$ cat src/rtl/hilo_pkg.sv
// hilo_pkg -- shared types for the HI/LO multiply/divide unit.
//   hilo_op_t    : 4-bit operation code carried on the ctrl port
//   hilo_state_t : sequencing state of the iterative datapath
//   is_signed_op : true for the two's-complement flavours of mul/div/accumulate
package hilo_pkg;

   typedef enum logic [3:0] {
      OP_NONE  = 4'd0,
      OP_MULT  = 4'd1,
      OP_MULTU = 4'd2,
      OP_DIV   = 4'd3,
      OP_DIVU  = 4'd4,
      OP_MADD  = 4'd5,
      OP_MADDU = 4'd6,
      OP_MSUB  = 4'd7,
      OP_MSUBU = 4'd8,
      OP_MTHI  = 4'd9,
      OP_MTLO  = 4'd10
   } hilo_op_t;

   typedef enum logic [1:0] {
      IDLE = 2'd0,
      MUL  = 2'd1,
      DIV  = 2'd2,
      FIX  = 2'd3
   } hilo_state_t;

   function automatic logic is_signed_op(input hilo_op_t op);
      return (op == OP_MULT) || (op == OP_DIV) || (op == OP_MADD) || (op == OP_MSUB);
   endfunction

endpackage

$ cat src/rtl/hilo_div_core.sv
// hilo_div_core -- unsigned restoring divider, one quotient bit per step.
//   clk, reset          : clock, synchronous active-high reset
//   load                : capture dividend/divisor and clear the partial remainder
//   step                : retire one quotient bit (WIDTH steps give the result)
//   dividend, divisor   : unsigned operands, sampled on load
//   quotient, remainder : result, valid after WIDTH steps
module hilo_div_core #(
   parameter int WIDTH = 32
) (
   input  logic             clk,
   input  logic             reset,
   input  logic             load,
   input  logic             step,
   input  logic [WIDTH-1:0] dividend,
   input  logic [WIDTH-1:0] divisor,
   output logic [WIDTH-1:0] quotient,
   output logic [WIDTH-1:0] remainder
);

   // quo_q starts as the dividend and is shifted out from the top while
   // quotient bits are shifted in at the bottom.
   logic [WIDTH-1:0] quo_q, rem_q, dvs_q;
   logic [WIDTH:0]   rem_shift, diff;
   logic [WIDTH-1:0] quo_nxt, rem_nxt;

   always_comb begin
      rem_shift = {rem_q, quo_q[WIDTH-1]};
      diff      = rem_shift - {1'b0, dvs_q};
      // diff[WIDTH] set means the trial subtraction borrowed: restore.
      quo_nxt   = {quo_q[WIDTH-2:0], ~diff[WIDTH]};
      rem_nxt   = diff[WIDTH] ? rem_shift[WIDTH-1:0] : diff[WIDTH-1:0];
   end

   // NOTE: clocked state uses non-blocking assignments so every register
   // samples pre-edge values regardless of statement order.
   always_ff @(posedge clk) begin
      if (reset) begin
         quo_q <= '0;
         rem_q <= '0;
         dvs_q <= '0;
      end else if (load) begin
         quo_q <= dividend;
         rem_q <= '0;
         dvs_q <= divisor;
      end else if (step) begin
         quo_q <= quo_nxt;
         rem_q <= rem_nxt;
      end
   end

   assign quotient  = quo_q;
   assign remainder = rem_q;

endmodule

$ cat src/rtl/hilo_muldiv.sv
// hilo_muldiv -- iterative HI/LO multiply/divide unit.
//   clk, reset : clock, synchronous active-high reset
//   start,ctrl : issue request and operation code (hilo_op_t)
//   a, b       : operands (a is dividend and MTHI/MTLO source)
//   flush      : abort the operation in flight, HI/LO untouched
//   busy       : an iterative operation is in flight
//   done       : one-cycle pulse when an iterative op writes HI/LO
//   hi, lo     : architectural HI/LO registers
// Build option: define HILO_MADD_EN to include MADD/MADDU/MSUB/MSUBU and the
// accumulate adder; otherwise those opcodes are ignored like NONE.
module hilo_muldiv
   import hilo_pkg::*;
#(
   parameter int WIDTH    = 32,
   parameter int MUL_BITS = 2
) (
   input  logic             clk,
   input  logic             reset,
   input  logic             start,
   input  logic [3:0]       ctrl,
   input  logic [WIDTH-1:0] a,
   input  logic [WIDTH-1:0] b,
   input  logic             flush,
   output logic             busy,
   output logic             done,
   output logic [WIDTH-1:0] hi,
   output logic [WIDTH-1:0] lo
);

   localparam int DW        = 2 * WIDTH;
   localparam int MUL_ITERS = WIDTH / MUL_BITS;
   localparam int CNT_W     = $clog2(WIDTH + 1);
   localparam logic [CNT_W-1:0] MUL_LAST = CNT_W'(MUL_ITERS - 1);
   localparam logic [CNT_W-1:0] DIV_LAST = CNT_W'(WIDTH - 1);

   hilo_state_t      state, state_nxt;
   hilo_op_t         op, op_q;
   logic [CNT_W-1:0] cnt;
   logic [DW-1:0]    acc, mcand, partial, prod, res;
   logic [WIDTH-1:0] mplier, a_q, a_mag, b_mag, quo, rem, div_quo, div_rem;
   logic             accept, is_mul, is_div, a_neg, b_neg;
   logic             neg_q, rem_neg_q, dz_q, wr_en;

   // ---------------------------------------------------------------- decode + FSM
   always_comb begin
      // NOTE: every combinational output gets a default first so no path
      // through the block leaves it unassigned (which would infer a latch).
      op        = hilo_op_t'(ctrl);
      accept    = start && !busy && !flush;
      is_mul    = (op == OP_MULT) || (op == OP_MULTU);
`ifdef HILO_MADD_EN
      is_mul    = is_mul || (op == OP_MADD) || (op == OP_MADDU) ||
                  (op == OP_MSUB) || (op == OP_MSUBU);
`endif
      is_div    = (op == OP_DIV) || (op == OP_DIVU);
      state_nxt = state;
      wr_en     = 1'b0;
      case (state)
         IDLE: if (accept && is_mul)      state_nxt = MUL;
               else if (accept && is_div) state_nxt = (b == '0) ? FIX : DIV;
         MUL:  if (cnt == MUL_LAST)       state_nxt = FIX;
         DIV:  if (cnt == DIV_LAST)       state_nxt = FIX;
         FIX:  begin
                  state_nxt = IDLE;
                  wr_en     = 1'b1;
               end
         default: state_nxt = IDLE;
      endcase
      // Flush beats both a new issue and the completion write.
      if (flush) begin
         state_nxt = IDLE;
         wr_en     = 1'b0;
      end
   end

   always_ff @(posedge clk) begin
      if (reset) state <= IDLE;
      else       state <= state_nxt;
   end

   assign busy = (state != IDLE);

   // ---------------------------------------------------------------- operand prep
   // Signed ops run on magnitudes; -MIN wraps to MIN, which is the correct
   // unsigned magnitude 2^(WIDTH-1).
   always_comb begin
      a_neg = is_signed_op(op) && a[WIDTH-1];
      b_neg = is_signed_op(op) && b[WIDTH-1];
      a_mag = a_neg ? -a : a;
      b_mag = b_neg ? -b : b;
   end

   hilo_div_core #(.WIDTH(WIDTH)) u_div (
      .clk       (clk),
      .reset     (reset),
      .load      (accept && is_div && (b != '0)),
      .step      (state == DIV),
      .dividend  (a_mag),
      .divisor   (b_mag),
      .quotient  (div_quo),
      .remainder (div_rem)
   );

   // ---------------------------------------------------------------- datapath comb
   always_comb begin
      // Shift-add: retire MUL_BITS multiplier bits per cycle.
      partial = '0;
      for (int k = 0; k < MUL_BITS; k++) begin
         if (mplier[k]) partial = partial + (mcand << k);
      end
      prod = neg_q ? -acc : acc;
      quo  = neg_q ? -div_quo : div_quo;
      rem  = rem_neg_q ? -div_rem : div_rem;
      case (op_q)
         OP_DIV, OP_DIVU:   res = dz_q ? {a_q, {WIDTH{1'b1}}} : {rem, quo};
`ifdef HILO_MADD_EN
         OP_MADD, OP_MADDU: res = {hi, lo} + prod;
         OP_MSUB, OP_MSUBU: res = {hi, lo} - prod;
`endif
         default:           res = prod;
      endcase
   end

   // ---------------------------------------------------------------- datapath regs
   always_ff @(posedge clk) begin
      if (reset) begin
         op_q      <= OP_NONE;
         cnt       <= '0;
         acc       <= '0;
         mcand     <= '0;
         mplier    <= '0;
         a_q       <= '0;
         neg_q     <= 1'b0;
         rem_neg_q <= 1'b0;
         dz_q      <= 1'b0;
         done      <= 1'b0;
         hi        <= '0;
         lo        <= '0;
      end else begin
         done <= 1'b0;
         if (accept && (op == OP_MTHI)) hi <= a;
         if (accept && (op == OP_MTLO)) lo <= a;
         if (accept && (is_mul || is_div)) begin
            op_q      <= op;
            cnt       <= '0;
            acc       <= '0;
            mcand     <= {{WIDTH{1'b0}}, a_mag};
            mplier    <= b_mag;
            a_q       <= a;
            neg_q     <= a_neg ^ b_neg;
            rem_neg_q <= a_neg;
            dz_q      <= is_div && (b == '0);
         end else if (state == MUL) begin
            acc    <= acc + partial;
            mcand  <= mcand << MUL_BITS;
            mplier <= mplier >> MUL_BITS;
            cnt    <= cnt + 1'b1;
         end else if (state == DIV) begin
            cnt <= cnt + 1'b1;
         end
         if (wr_en) begin
            {hi, lo} <= res;
            done     <= 1'b1;
         end
      end
   end

endmodule

$ cat config.mk
export PLATFORM = sky130hd
export DESIGN_NAME = hilo_muldiv
export DESIGN_NICKNAME = d
export VERILOG_FILES = /design/src/rtl/hilo_pkg.sv /design/src/rtl/hilo_div_core.sv /design/src/rtl/hilo_muldiv.sv
export SDC_FILE = /design/constraint.sdc
export NUM_CORES = 2
export LEC_CHECK = 0
export CORE_ASPECT_RATIO = 2
export CORE_UTILIZATION = 40
export CTS_BUF_LIST = sky130_fd_sc_hd__clkbuf_8
export CTS_CLUSTER_SIZE = 40
export DETAILED_ROUTE_END_ITERATION = 8
export GPL_TIMING_DRIVEN = 0
export HOLD_SLACK_MARGIN = 0.12
export SLEW_MARGIN = 20
export SYNTH_ARGS = -nofsm -noshare
export SYNTH_HDL_FRONTEND = slang
export SYNTH_SLANG_ARGS = --single-unit
$ cat constraint.sdc
create_clock -name clk -period 9.6 [get_ports clk]
set_clock_uncertainty 0.05 [all_clocks]
set_input_delay 2.88 -clock clk [delete_from_list [all_inputs] [get_ports clk]]
set_output_delay 2.88 -clock clk [all_outputs]
set_load 0.02 [all_outputs]
==> results.py <==
metrics = {
    "global_route": {
        "grt_max_degree": 16,
        "track_usage_pct": 36.8,
        "use_met1_pct": 34.1,
        "overflow": 0,
        "use_met3_pct": 7.37,
        "top_usage_layer": "met2",
        "first_global_vias": 32100,
        "antenna_found_initial": 8,
        "grt_pass1_wl_um": 208000,
        "use_met2_pct": 64.2,
    },
    "setup_path": {
        "crit_path_max_fanout": 19,
        "max_stage_delay_ns": 0.57,
        "path_class": "reg -> reg",
        "critPathCaptureType": "flip-flop",
        "rrSetupSlack_ns": 0.17,
        "r2r_end": "acc[63]",
        "crit_arrival_ns": 9.96,
        "slowest_stage": "dfxtp_1",
        "critPathMostFrequentCell": "clkbuf_4",
        "ff2ff_path_depth": 33,
        "critPathRequiredTime_ns": 10.14,
        "regToRegStartpoint": "mplier[0]",
        "start_kind": "flip-flop",
    },
    "pwr": {
        "leakagePower_nw": 13.2,
        "power.density_nw_per_um2": 111,
        "ir_worst_vdd_mv": 0.0989,
    },
    "finish": {
        "drive_gt1_share_pct": 4.86,
        "fin_cells": 5269,
        "syn_to_final_growth_pct": 12.9,
        "nets": 4430,
        "finalInstanceArea_sq_um": 34400,
    },
    "cts": {
        "htree_num_levels": 2,
        "numCtsBuffers": 59,
        "clk_latency_ns": 0.72,
        "clk_pin_slew_worst_paths_ns": 0.08,
        "clk_path_buf_depth": 3,
        "clock_sinks": 368,
        "cts_tree": "yes",
        "root_buffer": "clkbuf_8",
    },
    "worst_hold_path": {
        "holdPathEnd": "a_q[4]",
        "whs_path_depth": 2,
        "min_from": "a_q[4]",
        "holdCritPathClass": "reg -> reg",
    },
    "floorplanning": {
        "rows": 142,
        "dieArea_sq_um": 77400,
        "core_area_sq_um": 75200,
        "die_h_um": 392,
        "die-width_um": 197,
        "start_util_pct": 40.6,
        "io_pins": 138,
    },
    "timing": {
        "tightest_slew_ns": 1.24,
        "period_minus_slack_ns": 9.43,
        "slew_headroom_pct": 16.9,
        "min_period_over_period_pct": 98.2,
        "drv_slew": 0,
        "finalSetupViolCount": 0,
        "fmax_mhz": 106,
        "finalHoldViolCount": 0,
    },
    "route": {
        "wl_per_cell_um": 27.6,
        "drc_errors": 0,
        "postRouteAntennaNets": 0,
        "drtIter0Drc": 2482,
        "num_vias": 32500,
        "dr.pass1.iters": 8,
        "viasPerCell": 6.18,
        "routed_wl_um": 145000,
    },
    "place": {
        "gp_congestion": 1.09,
        "port_buffers": 130,
        "placedCellCount": 5159,
        "dp_hpwl_um": 115000,
        "post_dp_cell_area_sq_um": 33100,
    },
    "run_status": {
        "status": "complete, no violations",
    },
    "yosys": {
        "avgSynthCellArea_sq_um": 7.59,
        "ys_seq_elements": 368,
        "synthCells": 4020,
        "seq_area_frac_synth_pct": 24.2,
        "synth_area_sq_um": 30500,
        "syn-num-nets": 4233,
        "yosys_warnings": 0,
        "synth_ff_type": "dfxtp_1",
        "synth_edf_count": 0,
        "synthArstFlopShare_pct": 0,
        "synth_cell_types": 87,
    },
    "job": {
        "maxCapViolations": 0,
    },
}
-- kinds of logic (layout without fill, tap and decap cells) --
logic type               after synthesis  count (layout)  share of synthesized area, %
AND/OR/NAND/NOR                     1278            1278                          19.8
AO/OA/AOI/OAI                       1208            1208                          26.0
buffers and inverters                403             639                          4.99
flip-flops                           368             368                          24.2
XOR/XNOR                             342             342                          9.82
multiplexers                         278             278                          9.33
adder cells (fa/ha/maj)              143             143                          5.93
other                                  0               5                             0
-- cells in the mapped netlist, types with 60 or more instances --
cell type	count	area (sq um)
clkbuf_1	257	965
nand2_1	377	1420
nor2_1	424	1590
a21oi_1	334	1670
o21ai_0	207	1040
nor3_1	60	300
a21o_1	107	803
xor2_1	165	1450
dfxtp_1	368	7370
inv_1	106	398
mux2i_1	229	2290
a211oi_1	187	1400
xnor2_1	177	1550
ha_1	138	1730
-- how the worst max path moves through the flow --
stage / from / end / slack (ns) / cells past startpoint
floorplan: mplier[0] / acc[63] / 1.90 / 35
global placement: mplier[0] / acc[63] / -3.44 / 35
detailed placement: mplier[0] / acc[63] / -3.14 / 35
CTS: mplier[0] / acc[63] / 0.05 / 35
global route: mplier[0] / acc[63] / -0.009 / 34
finish: mplier[0] / acc[63] / 0.17 / 33
-- per-stage QoR --
step / hold WS [ns] / power [W] / TNS, ns / setup WS (ns) / utilization (%)
floorplan: 0.377 / 0.00206 / 0 / 1.90 / -
global placement: 0.385 / 0.00234 / -91.82 / -3.44 / 44.0
detailed placement: 0.392 / 0.00235 / -83.38 / -3.14 / 44.0
CTS: 0.402 / 0.00381 / 0 / 0.0523 / 45.7
global route: 0.417 / 0.00393 / -0.00899 / -0.00899 / 45.8
finish: 0.401 / 0.00383 / 0 / 0.174 / 45.8
-- power by group --
group	internal (W)	switching (W)	leakage, nW	total (W)
clock	0.000748	0.000735	0.668	0.00148
sequential	0.00156	0.0000335	2.97	0.00159
combinational	0.000252	0.000507	9.57	0.000759
total	0.00256	0.00128	13.2	0.00383
-- layout make-up --
cell class	instances	area (sq um)
diodes	5	12.5
plain buffers	293	1140
clock buffers	71	977
clock inverters	29	220
fillers	7888	40700
inverters	109	409
multi-input cells	3249	21700
flip-flops and latches	368	7370
well taps	1008	1260
repair buffers	137	1370
-- placed cells by master, fill, tap and decap left out, drive strengths merged, types with 35 or more instances in the layout --
master,netlist,layout
nand3,46,46
xnor2,177,177
and2,55,55
a21o,107,107
nor2,425,425
nor3,60,60
nand2b,42,42
a21oi,334,334
mux2i,229,229
buf,37,43
a221oi,35,35
nor2b,55,55
a211oi,188,188
nand4,39,39
ha,138,138
dfxtp,368,368
o21ai,210,210
clkbuf,257,328
or3,36,36
clkdlybuf4s50,0,130
nand2,377,377
mux2,49,49
inv,106,119
o31ai,59,59
xor2,165,165
-- repair_timing --
action | CTS | global route
gates cloned | 0 | 0
hold buffers | 0 | 0
endpoints found under the setup margin | 52 | 8
pin swaps | 2 | 3
resized for setup | 22 | 1
setup buffers | 1 | 4
-- sequential cells by signal, indices dropped and copies added, names as in the netlist --
register	cells
dz_q	1
a_q	32
done	1
op_q	4
lo	32
mplier	32
u_div.remainder	32
u_div.quotient	32
acc	64
hi	32
neg_q	1
cnt	6
mcand	64
state	2
u_div.dvs_q	32
rem_neg_q	1
-- metal layers --
| layer | wire length, um | vias to the layer above |
|---|---|---|
| met5 | 36 | - |
| met4 | 18200 | 4 |
| met3 | 9670 | 667 |
| met2 | 70400 | 1471 |
| met1 | 47000 | 15500 |
| li1 | - | 14900 |
-- worst max-delay path: cells and delay by family (launching register included) --
kind	cells	cell delay (ns)
flops	1	0.57
buf+inv	10	2.93
simple gates	4	0.64
mux	2	0.69
fa+ha+maj	2	0.50
xor+xnor	1	0.16
compound gates	14	3.71
Note: power is estimated with default switching activity, not from simulation.
